===== src/rtl/addr_gen_pkg.sv =====
// Shared types for the burst address generator.
// FSM states and transfer-direction constants.
package addr_gen_pkg;

  typedef enum logic [1:0] {
    IDLE  = 2'd0,
    WRITE = 2'd1,
    READ  = 2'd2,
    DONE  = 2'd3
  } state_t;

  localparam logic MODE_WRITE = 1'b0;
  localparam logic MODE_READ  = 1'b1;

endpackage


===== src/rtl/burst_addr_gen.sv =====
// Burst address generator for the buffer memory.
// Steps up (write) or down (read) by STRIDE per accepted beat.
module burst_addr_gen
  import addr_gen_pkg::*;
#(
  parameter int unsigned ADDR_W = 16,
  parameter int unsigned LEN_W  = 3,
  parameter int unsigned STRIDE = 1
) (
  input  logic              clk,
  input  logic              n_rst,
  input  logic              start,
  input  logic              rw_mode,
  input  logic [ADDR_W-1:0] base_addr,
  input  logic [LEN_W:0]    burst_len,
  input  logic              mem_ready,
  input  logic              abort,
  output logic [ADDR_W-1:0] address,
  output logic              write_en,
  output logic              read_en,
  output logic              busy,
  output logic              done,
  output logic [LEN_W:0]    beats_done
);

  localparam logic [ADDR_W-1:0] STEP = ADDR_W'(STRIDE);

  state_t              state_q, state_d;
  logic [ADDR_W-1:0]   addr_q, addr_d;
  logic [LEN_W:0]      beats_q, beats_d;
  logic [LEN_W:0]      len_q, len_d;
  logic                wen_q, wen_d;
  logic                ren_q, ren_d;
  logic                busy_q, busy_d;
  logic                done_q, done_d;
  logic                accept;
  logic [LEN_W:0]      beats_inc;

  assign accept    = (wen_q | ren_q) & mem_ready;
  assign beats_inc = beats_q + 1'b1;

  // Next-state, datapath and registered-output computation
  always_comb begin
    state_d = state_q;
    addr_d  = addr_q;
    beats_d = beats_q;
    len_d   = len_q;
    wen_d   = wen_q;
    ren_d   = ren_q;
    busy_d  = busy_q;
    done_d  = 1'b0;
    unique case (state_q)
      IDLE: begin
        if (start) begin
          len_d   = burst_len;
          addr_d  = base_addr;
          beats_d = '0;
          busy_d  = 1'b1;
          if (burst_len == '0) begin
            state_d = DONE;
            done_d  = 1'b1;
            wen_d   = 1'b0;
            ren_d   = 1'b0;
          end else if (rw_mode == MODE_READ) begin
            state_d = READ;
            wen_d   = 1'b0;
            ren_d   = 1'b1;
          end else begin
            state_d = WRITE;
            wen_d   = 1'b1;
            ren_d   = 1'b0;
          end
        end
      end
      WRITE, READ: begin
        if (accept) begin
          beats_d = beats_inc;
          if (state_q == WRITE)
            addr_d = addr_q + STEP;
          else
            addr_d = addr_q - STEP;
        end
        if (abort || (accept && beats_inc == len_q)) begin
          state_d = DONE;
          done_d  = 1'b1;
          wen_d   = 1'b0;
          ren_d   = 1'b0;
        end
      end
      DONE: begin
        state_d = IDLE;
        busy_d  = 1'b0;
        wen_d   = 1'b0;
        ren_d   = 1'b0;
      end
      default: begin
        state_d = IDLE;
        busy_d  = 1'b0;
        wen_d   = 1'b0;
        ren_d   = 1'b0;
      end
    endcase
  end

  // State and output registers, cleared asynchronously
  always_ff @(posedge clk or negedge n_rst) begin
    if (!n_rst) begin
      state_q <= IDLE;
      addr_q  <= '0;
      beats_q <= '0;
      len_q   <= '0;
      wen_q   <= 1'b0;
      ren_q   <= 1'b0;
      busy_q  <= 1'b0;
      done_q  <= 1'b0;
    end else begin
      state_q <= state_d;
      addr_q  <= addr_d;
      beats_q <= beats_d;
      len_q   <= len_d;
      wen_q   <= wen_d;
      ren_q   <= ren_d;
      busy_q  <= busy_d;
      done_q  <= done_d;
    end
  end

  assign address    = addr_q;
  assign write_en   = wen_q;
  assign read_en    = ren_q;
  assign busy       = busy_q;
  assign done       = done_q;
  assign beats_done = beats_q;

endmodule


===== config.mk =====
export PLATFORM = sky130hd
export DESIGN_NAME = burst_addr_gen
export DESIGN_NICKNAME = d
export VERILOG_FILES = /design/src/rtl/addr_gen_pkg.sv /design/src/rtl/burst_addr_gen.sv
export SDC_FILE = /design/constraint.sdc
export NUM_CORES = 1
export LEC_CHECK = 0
export ABC_AREA = 1
export BUFFER_PORTS_ARGS = -buffer_cell sky130_fd_sc_hd__buf_4
export CAP_MARGIN = 10
export CELL_PAD_IN_SITES_DETAIL_PLACEMENT = 0
export CELL_PAD_IN_SITES_GLOBAL_PLACEMENT = 1
export CORE_MARGIN = 3
export CORE_UTILIZATION = 35
export CTS_BUF_LIST = sky130_fd_sc_hd__clkbuf_2 sky130_fd_sc_hd__clkbuf_4 sky130_fd_sc_hd__clkbuf_8
export DETAILED_ROUTE_END_ITERATION = 7
export PLACE_DENSITY = 0.77
export SYNTH_ARGS = -nofsm -noshare
export SYNTH_HDL_FRONTEND = slang
export SYNTH_SLANG_ARGS = --single-unit

===== constraint.sdc =====
create_clock -name clk -period 2.43 [get_ports clk]
set_input_delay 0.243 -clock clk [delete_from_list [all_inputs] [get_ports clk]]
set_output_delay 0.243 -clock clk [all_outputs]
set_load 0.01 [all_outputs]

=== After elaboration in Yosys (flattened, before gate mapping) ===
Index checks and enable logic that the tools add are counted.

* Register bits: 30
* Logic and storage cells: 58
* Input bits: 26

* Bitwise gates (word level): 2
* Add/sub/neg operators: 3
* Equal/unequal tests: 7
* Reduce and logical (&&, ||, !) cells: 11
* Mux-type cells: 27

{| class="wikitable"
|+ Operator list
! kind !! count
|-
| $mux W16 || 3
|-
| $pmux W16 S2 || 1
|-
| $add A16 B1 Y16 const B || 1
|-
| $sub A16 B1 Y16 const B || 1
|-
| $mux W1 || 11
|-
| $mux W2 || 4
|-
| $mux W4 || 2
|-
| $pmux W4 S2 || 1
|-
| $ne A2 B2 Y1 const B || 3
|-
| $pmux W1 S3 || 2
|-
| $pmux W2 S3 || 1
|-
| $reduce_and A2 Y1 || 3
|-
| $add A4 B1 Y4 const B || 1
|-
| $eq A2 B2 Y1 const B || 2
|-
| $eq A4 B4 Y1 || 1
|-
| $logic_not A4 Y1 || 1
|-
| $pmux W1 S2 || 2
|-
| $reduce_bool A2 Y1 || 2
|-
| $reduce_and A3 Y1 || 1
|-
| $eq A2 B1 Y1 const B || 1
|-
| $logic_not A2 Y1 || 1
|-
| $reduce_or A2 Y1 || 1
|-
| $and A1 B1 Y1 || 1
|-
| $logic_and A1 B1 Y1 || 1
|-
| 2 further kinds || 2
|}

=== Longest topological paths before layout ===
Gate-level depths: netlist of run 1.

* Word-level depth: 6
* Gate-level depth with buffers: 14
* Depth with buffers taken out: 14

=== Worst setup path before layout of run 1 ===
Ideal clock, no wire load.

* Path type: reg2reg
* Start point: register state_q[0]
* End point: register addr_q[15], in the netlist address[15]
* Library setup time: 116 ps
* Buffers on the path: 0
* Arrival: 1959 ps
* Stages on the path, launching flop included: 14
* Path slack: 355 ps
* Path through: dfrtp_1 > ha_1 > inv_1 > ha_1 > nand2_1 > inv_1 > a21oi_1 > nand2_1 > nand2_1 > nand2_1 > nand2_1 > nand3_1 > nand2_1 > nand2_1

* Cells in the longest elaborated chain, start to end: 4
* Elaborated cells between the ends (all ways): 11

{| class="wikitable"
|+ RTL lines
! element !! RTL line !! RTL
|-
| from (decl) || burst_addr_gen.sv:28 || <nowiki>state_t state_q, state_d;</nowiki>
|-
| from (signal assigned) || burst_addr_gen.sv:117 || <nowiki>state_q <= state_d;</nowiki>
|-
| $eq A2 B1 Y1 / $eq A2 B2 Y1 (equally long branches) || burst_addr_gen.sv:52, burst_addr_gen.sv:78 ||
|-
| $mux W16 / $reduce_or A2 Y1 (equally long branches) || burst_addr_gen.sv:78, burst_addr_gen.sv:52 ||
|-
| $mux W16, or another cell as far along || burst_addr_gen.sv:76 || <nowiki>if (accept) begin</nowiki>
|-
| $pmux W16 S2 / $reduce_and A3 Y1 (equally long branches) || - ||
|-
| to (signal assigned) || burst_addr_gen.sv:118 || <nowiki>addr_q <= addr_d;</nowiki>
|-
| to (decl) || burst_addr_gen.sv:29 || <nowiki>logic [ADDR_W-1:0] addr_q, addr_d;</nowiki>
|}

Parallel ways exist; a longest one is shown, timed or not. The select of a mux whose other input is x is not followed.
A chain may end at the register's enable or synchronous reset.

=== Worst setup path after layout of run 1 ===
* Start point: register state_q[1]
* End point: register addr_q[7], in the netlist address[7]

Same word-level chain as after synthesis.

==> flow_summary.toml, run 1 <==
[die]
row_count = 30
die_x_um = 90.8
pin_count = 50
die_height_um = 90.8
core_mm2 = 0.00687
dieArea_mm2 = 0.00825
initial_core_util_pct = 36.6

[timing]
hold_viol_final = 0
worstMarginPinSlew_ns = 0.662
drv_slew = 0
setup_viol = 0
postLayoutSetupSlackWorst_ns = 0.144
whs_ns = 0.212
finalCritPeriodShare_pct = 94.1
relSlewSlack_pct = 55.8
clock.fmax_mhz = 438
skew_ns = 0.00883
period_needed_ns = 2.29

[synth]
synthMuxAreaShare_pct = 0
synth_compound_area_share_pct = 8.70
synthTopCellsByArea = "dfrtp_1, nand2_1, ha_1"
synth_simple_gate_area_share_pct = 36.0
ys_ff_latch = 30
synth_top_family_by_area = "simple AND/OR/NAND/NOR gates"
async_flop_share_pct = 100
synth_area_mm2 = 0.00252
syn_inst = 393
synth-adder-area-share_pct = 10.7
synth_top_area_share_pct = 29.8
ys.flop_type = "dfrtp_1"
yosys.area.top_type = "dfrtp_1"
syn_avg_cell_area_um2 = 6.41
synthesis.nets = 440
synth_xor_area_share_pct = 2.78
yosys_warnings = 0
synth_cell_type_count = 30
synth-seq-area-share_pct = 29.8
synth_enable_flop_cells = 0

[cts]
cts_root_buf = "clkbuf_8"
insertion_delay_ns = 0.29
h-tree-depth = 2
cts_tree = "done"
clock_sinks = 30
clkTransAtPathRegs_ns = 0.07
cts_inserted_buffers = 5
clockBufferDepth = 2

[worst_setup_path]
path_cells = "inv_1 -> ha_4 -> clkinvlp_4 -> buf_4 -> ha_1 -> nand2_1 -> nand3_1 -> nand2_1 -> nand2_2 -> xor2_1 -> o21ai_0 -> inv_1"
endpoint_kind = "flip-flop"
cp_top_family = "adder cells"
slowest_stage = "dfrtp_1"
cp.arrival_ns = 2.46
crit_required_ns = 2.61
critPathMaxFanout = 6
start_kind = "flip-flop"
path_buf_inv = 4
crit_type = "reg -> reg"
cpPeakStageDelay_ns = 0.40

[routing]
vias = 2521
wire_per_inst_um = 12.8
drcViolationCount = 0
vias_per_cell = 4.57
firstDrtPassIters = 4
postRouteAntennaNets = 0
drt-total-wl_um = 7050
initialDrtViolationCount = 102

[final_layout]
fill_cells = 749
insertedDiodeCount = 0
multi_input_area_mm2 = 0.00157
drive_gt1_share_pct = 21.1
syn_to_final_growth_pct = 30.1
nets = 502
most-common-layout-cells = "nand2_1, inv_1, buf_4, nor2_1, dfrtp_1"
layout_commonest_cell = "nand2_1"
ff_latch_area_um2 = 751

[grt]
antenna_found_initial = 0
grt_pass1_vias = 2480
grt_overflow = 0
grt_pass1_wl_um = 11700
grt_max_degree = 31
grt_usage_pct = 17.5

[place]
place_hpwl_um = 5240
portBuffers = 49
gp_congestion = 0.810
pre_cts_ws_ns = -0.0838

[run_status]
status = "complete, no violations"

[hold_path]
hold_class = "in -> reg"

[flow_run]
cap_violations = 0
## cell usage after synthesis (2+ instances only)
master    number
nand2_1      138
o21a_1         2
buf_4          2
inv_1         65
nor2_1        38
ha_1          20
a21oi_1       16
dfrtp_1       30
or2_2          2
xor2_1         6
nand3b_1       2
nand3_2        2
nor3_1         3
inv_2          2
clkbuf_1       2
nand3_1       28
nand2_2        3
xnor2_1        2
nand4_1        4
o21ai_1        2
o21ai_0       15
## cell families (layout without fill, tap and decap cells)
kind of cell | after synthesis | in the layout
flip-flops | 30 | 30
XOR/XNOR | 8 | 8
AO/OA/AOI/OAI | 39 | 40
adder cells (fa/ha/maj) | 21 | 21
buffers and inverters | 75 | 137
AND/OR/NAND/NOR | 220 | 220
## worst reg2reg max path: cells and delay by family, from the launching register on
kind            cells  cell delay [ns]
fa+ha+maj           2             0.53
buf+inv             4             0.47
simple gates        4             0.41
flops               1             0.40
compound gates      1             0.20
xor+xnor            1             0.16
## layer usage
layer	GRT usage (%)	up-vias	share of wire, %
met1	23.3	1140	49
met5	0	-	0
li1	-	1344	-
met3	3.42	6	3.3
met2	29.2	31	47
met4	4.15	0	0.99
## state kept, by name, indices dropped and copies added (netlist names)
name	flops
write_en	1
state_q	2
len_q	4
address	16
done	1
beats_done	4
busy	1
read_en	1
## timing repair
action,CTS,global route
gates resized for setup,1,16
gates cloned,0,1
hold buffers,1,0
endpoints found under the hold margin,30,0
buffers inserted,4,3
setup endpoints to repair,8,13
pin swaps,0,1
## path summary, 6_finish.rpt
path | from | end | slack [ns] | cells after the start
max in group asynchronous | n_rst | address[1] | 1.70 | 2
max reg2reg | state_q[1] | address[7] | 0.14 | 12
min | base_addr[1] | address[1] | 0.21 | 3
min reg2reg | len_q[2] | len_q[2] | 0.51 | 2
min in group asynchronous | n_rst | address[14] | 0.42 | 2
max | state_q[1] | address[7] | 0.14 | 12
## per-stage QoR
stage	util, %	instances	setup TNS [ns]	area [um2]
after global placement	43.6	535	0	2990
after CTS	45.9	548	0	3150
after global routing	47.7	552	-0.0592	3280
after detailed placement	43.6	535	-0.234	2990
final	47.7	552	0	3280
after floorplan	-	393	0	2520
## area by class of cell
class | count | share of cell area (%)
Inverter | 68 | 7.98
Tap cell | 96 | 3.67
Clock buffer | 7 | 2.56
Multi-Input combinational cell | 289 | 47.9
Sequential cell | 30 | 22.9
Clock inverter | 1 | 0.917
Timing Repair Buffer | 61 | 14.1
Power of run 1 is left out: the tool's default activity adds up to more than one toggle a clock period on the data nets, which glitch-free logic cannot reach.
==> run 2: changes to the inputs <==
- SETUP_SLACK_MARGIN: unset -> 0.3
==> flow_summary.toml, run 2 (same netlist as run 1, synthesis figures left out) <==
[run_status]
status = "complete, no violations"

[worst_setup_path]
reg2reg_from = "state_q[1]"
cp.arrival_ns = 2.32
critPathMaxFanout = 5
start_kind = "flip-flop"
endpoint_kind = "flip-flop"
reg2regPathDepth = 14
crit_type = "reg -> reg"
r2r-end = "address[14]"
r2r_setup_slack_ns = 0.30
crit_required_ns = 2.62

[timing]
rsz0062_at_grt = "yes"
finalCritPeriodShare_pct = 87.7
period_needed_ns = 2.13
drv_slew = 0
hold_viol_final = 0
tns_ns = 0
worstMarginPinSlew_ns = 0.679
setup_viol = 0
clock.fmax_mhz = 469
relSlewSlack_pct = 54.7
skew_ns = 0.00906

[cts]
h-tree-depth = 2
cts_root_buf = "clkbuf_8"
clockBufferDepth = 2
cts_tree = "done"
cts_inserted_buffers = 5
clock_sinks = 30
insertion_delay_ns = 0.29
clkTransAtPathRegs_ns = 0.07

[routing]
drcViolationCount = 0
vias_per_cell = 4.65
initialDrtViolationCount = 113
drt-total-wl_um = 7360
wire_per_inst_um = 13.2
vias = 2584
firstDrtPassIters = 4
postRouteAntennaNets = 0

[place]
gp_congestion = 0.810
place_hpwl_um = 5240
portBuffers = 49

[grt]
grt_pass1_wl_um = 12300
grt_usage_pct = 18.5
grt_overflow = 0
antenna_found_initial = 0
grt_max_degree = 31
grt_pass1_vias = 2561

[final_layout]
insertedDiodeCount = 0
nets = 506
most-common-layout-cells = "nand2_1, inv_1, buf_4, nor2_1, dfrtp_1"
drive_gt1_share_pct = 28.9
largest_reg_flops = 16
syn_to_final_growth_pct = 40.0
layout_commonest_cell = "nand2_1"
fill_cells = 715

[die]
initial_core_util_pct = 36.6
die_x_um = 90.8
row_count = 30
pin_count = 50
core_mm2 = 0.00687
dieArea_mm2 = 0.00825
die_height_um = 90.8

[flow_run]
cap_violations = 0

[hold_path]
worstHoldPathCells = 3
min_to = "address[1]"
hold_start = "base_addr[1]"
hold_class = "in -> reg"
-- run 2: changes by cell type in the layout (fill, tap and decap cells not counted), sizes merged --
cell  delta
buf      +4
-- run 2: worst max path at each step --
stage          startpoint           to  slack (ns)  cells after the start
2_1_floorplan  state_q[0]  address[15]        0.35                     13
3_3_place_gp   state_q[1]   address[8]        0.02                     11
3_5_place_dp   state_q[1]   address[7]       -0.08                     11
4_1_cts        state_q[1]  address[11]        0.30                     15
5_1_grt        state_q[1]  address[15]        0.20                     16
6_report       state_q[1]  address[14]        0.30                     14
-- run 2: metrics by stage --
stage | area [um2] | cells | setup WS (ns) | util [%] | hold slack, ns
3_3_place_gp | 2990 | 535 | 0.0158 | 43.6 | 0.211
4_1_cts | 3340 | 551 | 0.299 | 48.6 | 0.207
3_5_place_dp | 2990 | 535 | -0.0838 | 43.6 | 0.214
5_1_grt | 3520 | 556 | 0.196 | 51.3 | 0.211
2_1_floorplan | 2520 | 393 | 0.355 | - | -0.0526
6_report | 3520 | 556 | 0.300 | 51.3 | 0.213
-- run 2: layer usage --
metal	track usage, %	routed length, um	up-vias
met3	3.42	219	7
li1	-	-	1354
met2	31.7	3560	32
met5	0	0	-
met4	4.15	72	0
met1	24.2	3510	1191
-- run 2: what timing repair did --
action                                 CTS  global route
gates cloned                             1             0
setup endpoints to repair               18            16
hold buffers                             1             0
buffers inserted                         6             5
endpoints found under the hold margin   30             0
resized for setup                       25            35
pin swaps                                3             9
-- run 2: area by class of cell --
| type | count | area [um2] | area share [%] |
|---|---|---|---|
| well taps | 96 | 120 | 3.41 |
| repair buffers | 65 | 505 | 14.3 |
| clock inverters | 1 | 30.0 | 0.852 |
| clock buffers | 7 | 83.8 | 2.38 |
| flip-flops and latches | 30 | 751 | 21.3 |
| multi-input cells | 289 | 1770 | 50.2 |
| inverters | 68 | 264 | 7.49 |
-- run 2: worst max-delay path, cell delays in order, from the launching register on --
cell        delay (ns)
dfrtp_1           0.39
inv_2             0.08
ha_4              0.15
clkinvlp_4        0.14
buf_6             0.18
ha_4              0.29
nand2_1           0.10
inv_1             0.08
nand2_1           0.08
nor3_2            0.15
nand2_1           0.09
nand3_1           0.09
nand3_1           0.08
nand2_1           0.07
nand2_1           0.04
Power of run 2 is left out for the same reason.
